**src/rtl/sat_engine_ctrl.sv**
```systemverilog
// Top-level sequencer of one sat engine: drives decision/BCP/analysis/backtrack
// strobes, reports the per-bin solve result and keeps per-solve statistics.
module sat_engine_ctrl #(
    parameter int WIDTH_LVL    = 16,
    parameter int WIDTH_BIN_ID = 10,
    parameter int WIDTH_CNT    = 16,
    parameter int WIDTH_TO     = 8,
    parameter int TIMEOUT      = 200
) (
    input  logic                    clk,
    input  logic                    rst,
    input  logic                    start_i,
    input  logic [WIDTH_BIN_ID-1:0] cur_bin_num_i,
    input  logic [WIDTH_LVL-1:0]    cur_lvl_i,
    input  logic                    all_assigned_i,
    output logic                    start_decision_o,
    input  logic                    done_decision_i,
    output logic                    apply_imply_o,
    input  logic                    done_imply_i,
    input  logic                    find_conflict_i,
    output logic                    apply_analyze_o,
    input  logic                    done_analyze_i,
    input  logic [WIDTH_BIN_ID-1:0] bkt_bin_i,
    input  logic [WIDTH_LVL-1:0]    bkt_lvl_i,
    output logic                    apply_bkt_cur_bin_o,
    input  logic                    done_bkt_cur_bin_i,
    output logic                    done_o,
    output logic [1:0]              result_o,
    output logic                    timeout_o,
    output logic [WIDTH_BIN_ID-1:0] bkt_bin_o,
    output logic [WIDTH_LVL-1:0]    bkt_lvl_o,
    output logic                    busy_o,
    output logic [WIDTH_CNT-1:0]    num_decisions_o,
    output logic [WIDTH_CNT-1:0]    num_conflicts_o
);

    localparam logic [3:0] S_IDLE     = 4'd0;
    localparam logic [3:0] S_IMPLY    = 4'd1;
    localparam logic [3:0] S_DECIDE   = 4'd2;
    localparam logic [3:0] S_WAIT_DEC = 4'd3;
    localparam logic [3:0] S_ANALYZE  = 4'd4;
    localparam logic [3:0] S_WAIT_ANA = 4'd5;
    localparam logic [3:0] S_BKT      = 4'd6;
    localparam logic [3:0] S_WAIT_BKT = 4'd7;
    localparam logic [3:0] S_FINISH   = 4'd8;

    localparam logic [1:0] RES_NONE    = 2'd0;
    localparam logic [1:0] RES_SAT     = 2'd1;
    localparam logic [1:0] RES_UNSAT   = 2'd2;
    localparam logic [1:0] RES_BKT_OUT = 2'd3;

    localparam logic [WIDTH_TO-1:0]  WD_LAST = WIDTH_TO'(TIMEOUT - 1);
    localparam logic [WIDTH_CNT-1:0] CNT_MAX = '1;

    logic [3:0]              state_q, state_d;
    logic [WIDTH_TO-1:0]     wd_q, wd_d;
    logic [1:0]              result_q, result_d;
    logic                    timeout_q, timeout_d;
    logic [WIDTH_BIN_ID-1:0] bkt_bin_q, bkt_bin_d;
    logic [WIDTH_LVL-1:0]    bkt_lvl_q, bkt_lvl_d;
    logic [WIDTH_CNT-1:0]    dec_q, dec_d;
    logic [WIDTH_CNT-1:0]    conf_q, conf_d;
    logic                    wd_expired;
    logic                    fire_timeout;
    logic                    waiting;

    function automatic logic [WIDTH_CNT-1:0] sat_inc(input logic [WIDTH_CNT-1:0] v);
        return (v == CNT_MAX) ? v : v + 1'b1;
    endfunction

    // Expiry fires on the edge where the watchdog would reach TIMEOUT.
    assign wd_expired = (wd_q == WD_LAST);
    assign waiting    = (state_q == S_IMPLY) || (state_q == S_WAIT_DEC) ||
                        (state_q == S_WAIT_ANA) || (state_q == S_WAIT_BKT);

    always_comb begin
        state_d      = state_q;
        result_d     = result_q;
        timeout_d    = timeout_q;
        bkt_bin_d    = bkt_bin_q;
        bkt_lvl_d    = bkt_lvl_q;
        dec_d        = dec_q;
        conf_d       = conf_q;
        fire_timeout = 1'b0;
        case (state_q)
            S_IDLE: begin
                if (start_i) begin
                    state_d   = S_IMPLY;
                    dec_d     = '0;
                    conf_d    = '0;
                    timeout_d = 1'b0;
                    result_d  = RES_NONE;
                end
            end
            S_IMPLY: begin
                if (find_conflict_i) begin
                    conf_d = sat_inc(conf_q);
                    if (cur_lvl_i == '0) begin
                        state_d  = S_FINISH;
                        result_d = RES_UNSAT;
                    end else begin
                        state_d = S_ANALYZE;
                    end
                end else if (done_imply_i) begin
                    if (all_assigned_i) begin
                        state_d  = S_FINISH;
                        result_d = RES_SAT;
                    end else begin
                        state_d = S_DECIDE;
                    end
                end else if (wd_expired) begin
                    fire_timeout = 1'b1;
                end
            end
            S_DECIDE: begin
                dec_d   = sat_inc(dec_q);
                state_d = S_WAIT_DEC;
            end
            S_WAIT_DEC: begin
                if (done_decision_i) state_d = S_IMPLY;
                else if (wd_expired) fire_timeout = 1'b1;
            end
            S_ANALYZE: state_d = S_WAIT_ANA;
            S_WAIT_ANA: begin
                if (done_analyze_i) begin
                    bkt_bin_d = bkt_bin_i;
                    bkt_lvl_d = bkt_lvl_i;
                    if (bkt_bin_i != cur_bin_num_i) begin
                        state_d  = S_FINISH;
                        result_d = RES_BKT_OUT;
                    end else begin
                        state_d = S_BKT;
                    end
                end else if (wd_expired) begin
                    fire_timeout = 1'b1;
                end
            end
            S_BKT: state_d = S_WAIT_BKT;
            S_WAIT_BKT: begin
                if (done_bkt_cur_bin_i) state_d = S_IMPLY;
                else if (wd_expired) fire_timeout = 1'b1;
            end
            S_FINISH: state_d = S_IDLE;
            default:  state_d = S_IDLE;
        endcase

        if (fire_timeout) begin
            state_d   = S_FINISH;
            timeout_d = 1'b1;
            result_d  = RES_NONE;
        end

        if (state_d != state_q) wd_d = '0;
        else if (waiting)       wd_d = wd_q + 1'b1;
        else                    wd_d = wd_q;
    end

    always_ff @(posedge clk or posedge rst) begin
        if (rst) begin
            state_q   <= S_IDLE;
            wd_q      <= '0;
            result_q  <= RES_NONE;
            timeout_q <= 1'b0;
            bkt_bin_q <= '0;
            bkt_lvl_q <= '0;
            dec_q     <= '0;
            conf_q    <= '0;
        end else begin
            state_q   <= state_d;
            wd_q      <= wd_d;
            result_q  <= result_d;
            timeout_q <= timeout_d;
            bkt_bin_q <= bkt_bin_d;
            bkt_lvl_q <= bkt_lvl_d;
            dec_q     <= dec_d;
            conf_q    <= conf_d;
        end
    end

    assign apply_imply_o       = (state_q == S_IMPLY);
    assign start_decision_o    = (state_q == S_DECIDE);
    assign apply_analyze_o     = (state_q == S_ANALYZE);
    assign apply_bkt_cur_bin_o = (state_q == S_BKT);
    assign done_o              = (state_q == S_FINISH);
    assign busy_o              = (state_q != S_IDLE);
    assign result_o            = result_q;
    assign timeout_o           = timeout_q;
    assign bkt_bin_o           = bkt_bin_q;
    assign bkt_lvl_o           = bkt_lvl_q;
    assign num_decisions_o     = dec_q;
    assign num_conflicts_o     = conf_q;

endmodule

```
**config.mk**
```make
export PLATFORM = sky130hd
export DESIGN_NAME = sat_engine_ctrl
export DESIGN_NICKNAME = d
export VERILOG_FILES = /design/src/rtl/sat_engine_ctrl.sv
export SDC_FILE = /design/constraint.sdc
export NUM_CORES = 1
export LEC_CHECK = 0
export ABC_CLOCK_PERIOD_IN_PS = 2730
export BUFFER_PORTS_ARGS = -buffer_cell sky130_fd_sc_hd__buf_2
export CAP_MARGIN = 20
export CORE_UTILIZATION = 40
export CTS_BUF_LIST = sky130_fd_sc_hd__clkbuf_8 sky130_fd_sc_hd__clkbuf_16
export DETAILED_ROUTE_END_ITERATION = 12
export PLACE_DENSITY_LB_ADDON = 0.25
export SLEW_MARGIN = 10
export SYNTH_ARGS = -nofsm -noshare
export SYNTH_HDL_FRONTEND = slang
export SYNTH_SLANG_ARGS = --single-unit
```
**constraint.sdc**
```tcl
create_clock -name clk -period 2.73 [get_ports clk]
set_clock_uncertainty 0.15 [all_clocks]
set_input_delay 0.546 -clock clk [delete_from_list [all_inputs] [get_ports clk]]
set_output_delay 0.546 -clock clk [all_outputs]
set_load 0.03 [all_outputs]
```
==> out/results.tsv, run 1 <==
metric	value	unit
fin_nets	561	
synth_area_leaders	dfrtp_1, mux2_1, xor2_1, nand2_1, nor2_1	
cp.required	2790	ps
slew_violations	0	
clock_latency	350	ps
use_met3	0.04965	
die_area	9724	sq um
fin_cells	610	
r2r_cells	6	
wl_per_cell	14.34	um
vdd_drop_max	0.5737	mV
area_delta_synth_final	27.71	%
first_pass_iters	4	
place.gp.congestion	0.8891	
cts_tree	yes	
via_per_inst	5.351	
io_pins	128	
cts-root-buf	clkbuf_8	
first_iter_violations	102	
grt_pass1_wl	14550	um
ys_seq_elements	73	
numClockSinks	73	
end_kind	flop	
outcome	finished, final reports clean	
antenna_found_initial	0	
synth_top_cell_area_share	0.4893	
rsz0062_at_grt	false	
diodes	0	
grt_pass1_vias	3185	
cts_buffers	9	
track_usage	0.1868	
netlist_instances	362	
clk_pin_slew	80	ps
maxCapViolations	0	
gr-usage-met2	0.3104	
fmax	397.1	MHz
ys_types	49	
yosysWarnings	0	
port_buffers	127	
yosysMostFrequentCell	dfrtp_1	
start_kind	flop	
syn_area	3734	sq um
dp_worst_setup_slack	261.7	ps
finalSetupTns	0	ps
hp-class	in -> async	
cp_data_arrival_time	2580	ps
hold_ws	100.9	ps
start_util	0.4199	
die_w	98.61	um
hpwl	6392	um
async_flop_share	1.000	
placementRows	34	
ys_seq_area_frac	0.4893	
postCtsSetupBuffers	0	
synth.largest_area_cell	dfrtp_1	
met1_usage	0.2380	
cts-hold-fix-buffers	0	
wirelength	8747	um
core	8891	sq um
synth_nets	426	
die_h	98.61	um
route.vias.total	3264	
worst_pin_slew	668.3	ps
synth-edff-count	0	
cp_max_fo	10	
setup_ws	211.9	ps
dp_cells	594	
maxSlewHeadroom	0.5430	
critPathKind	reg -> reg	
cts_buffer_depth	2	
leakage	2.361	nW
drive_above_1_share	0.3367	
fin_crit	2518	ps
hold_viol	0	
syn_area_per_cell	10.31	sq um
fin_crit_sh	0.9224	
grt_busiest_layer	met2	
powerDensity	887.9	nW/um^2
drc	0	
cts_resized	0	
cts-htree-levels	3	
ant_nets	0	
synth-main-ff-cell	dfrtp_1	
setup_viol	0	
grt_overflow	0	
synth.top_cells.by_count	dfrtp_1, nand2_1, nor2_1	
grt_start_max_net_pins	48	
-- worst max-delay path, cell delays in order (launching register included) --
cell and delay (ps):
dfrtp_1 510, or4b_4 570, inv_2 130, nand2_1 120
a311o_1 420, o2111ai_1 350, nor2_1 120
-- where the power goes --
group | internal (mW) | switching [mW] | total [mW]
clock | 0.543 | 0.435 | 0.978
sequential | 1.35 | 0.200 | 1.55
combinational | 0.587 | 1.12 | 1.71
total | 2.48 | 1.75 | 4.23
-- sequential cells by signal, indices dropped and copies added (netlist names) --
register and cells:
state_q 4, timeout_o 1, bkt_bin_o 10, result_o 2, wd_q 8, num_decisions_o 16
num_conflicts_o 16, bkt_lvl_o 16
-- final timing paths --
kind,from,end,slack [ps]
min in group clk,bkt_lvl_i[10],bkt_lvl_o[10],250
max in group asynchronous,rst,num_decisions_o[1],1670
setup reg to reg,state_q[2],wd_q[5],210
hold / removal,rst,bkt_lvl_o[2],100
setup / recovery,state_q[2],wd_q[5],210
hold reg to reg,bkt_lvl_o[12],bkt_lvl_o[12],340
-- layout make-up --
cell class,count,area (sq um)
Fill cell,833,4123
Multi-Input combinational cell,263,1803
Clock inverter,6,90.09
Tap cell,108,135.1
Clock buffer,10,137.6
Sequential cell,73,1827
Timing Repair Buffer,138,730.7
Inverter,12,45.04
-- kinds of logic (layout without fill, tap and decap cells) --
| family | count (synthesis) | after routing | share of synthesized area |
|---|---|---|---|
| simple gates | 151 | 151 | 0.2118 |
| compound gates | 43 | 43 | 0.08646 |
| xor+xnor | 33 | 33 | 0.07741 |
| mux | 33 | 33 | 0.09719 |
| fa+ha+maj | 3 | 3 | 0.01005 |
| flops | 73 | 73 | 0.4893 |
| buf+inv | 26 | 166 | 0.02781 |
-- metal layers --
| metal | part of all wire | routed length [um] |
|---|---|---|
| met1 | 0.45 | 3960 |
| met2 | 0.48 | 4159 |
| met3 | 0.059 | 517 |
| met4 | 0.012 | 109 |
| met5 | 0 | 0 |
-- stage by stage --
step	instance area [sq um]	utilization	power [mW]
final	4768	0.5363	4.234
after global routing	4768	0.5363	4.467
after global placement	4541	0.5107	3.253
after floorplan	3734	-	2.744
after detailed placement	4541	0.5107	3.288
after CTS	4768	0.5363	4.277
-- cells in the final DEF (no fill, tap or decap), drive strengths merged, types with 12 or more instances in the layout --
| cell | n |
|---|---|
| buf | 138 |
| dfrtp | 73 |
| inv | 13 |
| mux2 | 26 |
| nand2 | 37 |
| nand3 | 17 |
| nand4 | 16 |
| nor2 | 36 |
| xnor2 | 12 |
| xor2 | 21 |
No activity file was read; power rests on OpenSTA's default activity.
==> run 2, diff against run 1 <==
CORE_UTILIZATION = 50   (was 40)
==> run 2 against run 1 <==
Against the previous run:
- via count is 0.46% higher
- critical path depth stayed put
- largest cell class unchanged
- maximum frequency grew 2.0%
- highest routed layer unchanged
- utilization up 11 points
- die area decreased by 20%
- largest power group unchanged
- non-clock buffer count decreased by 1
==> out/results.tsv, run 2 (same netlist as run 1, synthesis figures left out) <==
metric	value	unit
cts_resized	0	
rsz0062_at_grt	false	
start_util	0.5147	
outcome	finished, final reports clean	
cts-root-buf	clkbuf_8	
cp_max_fo	9	
cts_tree	yes	
cts_buffers	9	
drive_above_1_share	0.3340	
die_w	88.41	um
cp_data_arrival_time	2520	ps
area_delta_synth_final	25.64	%
die_area	7816	sq um
port_buffers	127	
end_kind	flop	
core	7253	sq um
maxSlewHeadroom	0.4203	
hp-class	in -> async	
vdd_drop_max	0.6337	mV
diodes	0	
nFillCells	634	
fin_area	4691	sq um
cts_buffer_depth	2	
first_iter_violations	174	
io_pins	128	
grt_pass1_wl	13880	um
clk_pin_slew	80	ps
dp_worst_setup_slack	283.4	ps
start_kind	flop	
fin_cells	599	
critPathKind	reg -> reg	
wirelength	8549	um
route.vias.total	3279	
clock_latency	340	ps
r2r-start	state_q[3]	
numClockSinks	73	
leakage	2.334	nW
track_usage	0.2310	
setup_ws	262.3	ps
finalSetupTns	0	ps
hpwl	6353	um
hold_viol	0	
drc	0	
fin_nets	560	
grt_start_max_net_pins	48	
powerDensity	852.6	nW/um^2
dp_cells	584	
fin_crit_sh	0.9039	
fin_crit	2468	ps
layout_commonest_cell	buf_2	
wl_per_cell	14.27	um
postCtsSetupBuffers	0	
placed_area	4522	sq um
setup_viol	0	
first_pass_iters	5	
grt_pass1_vias	3028	
cp.required	2780	ps
cts-htree-levels	3	
crit_start	state_q[3]	
placementRows	31	
ant_nets	0	
maxCapViolations	0	
die_h	88.41	um
place.gp.congestion	0.8915	
antenna_found_initial	0	
cts-hold-fix-buffers	0	
slew_violations	0	
grt_overflow	0	
via_per_inst	5.474	
worst_pin_slew	847.7	ps
mostFrequentLayoutCells	buf_2, dfrtp_1, nor2_1, nand2_1, xor2_1	
fmax	405.2	MHz
run 2: final cells by class:
type / instances / area, sq um / area share
multi-input combinational: 263 / 1803 / 0.3844
tap: 99 / 123.9 / 0.02641
timing repair buffer: 137 / 723.2 / 0.1542
sequential: 73 / 1827 / 0.3894
inverter: 12 / 45.04 / 0.009603
clock buffer: 9 / 123.9 / 0.02641
clock inverter: 6 / 45.04 / 0.009603
run 2: power breakdown:
part           total [mW]  internal, mW  switching, mW
clock               0.742         0.329          0.413
sequential           1.54          1.35          0.188
combinational        1.72         0.586           1.13
total                4.00          2.27           1.73
run 2: worst max-delay path, stage by stage, from the launching register on:
cell and delay [ps]:
dfrtp_1 470, or4b_4 570, inv_2 130, nand2_1 120
a311o_1 430, o2111ai_1 320, nor2_1 130
run 2: through the flow:
stage | hold slack (ps) | total power, mW | utilization
after floorplan | 359.8 | 2.744 | -
after global placement | 318.6 | 3.235 | 0.6234
after detailed placement | 318.1 | 3.284 | 0.6234
after CTS | 103.0 | 4.033 | 0.6467
after global routing | 145.3 | 4.232 | 0.6467
final | 97.80 | 4.000 | 0.6467
run 2: path summary, 6_finish.rpt:
kind / to / slack [ps] / cells past startpoint
worst min-delay path: bkt_lvl_o[6] / 100 / 2
min in group clk: bkt_lvl_o[5] / 260 / 2
worst min register to register: timeout_o / 330 / 2
max in group asynchronous: num_conflicts_o[8] / 1680 / 3
worst max-delay path: wd_q[6] / 260 / 6
worst max register to register: wd_q[6] / 260 / 6
run 2: per-layer routing:
metal,vias up,share of wire,GRT usage
li1,1580,-,-
met1,1568,0.44,0.3018
met2,120,0.49,0.3811
met3,11,0.055,0.03918
met4,0,0.012,0.09824
met5,-,0,0
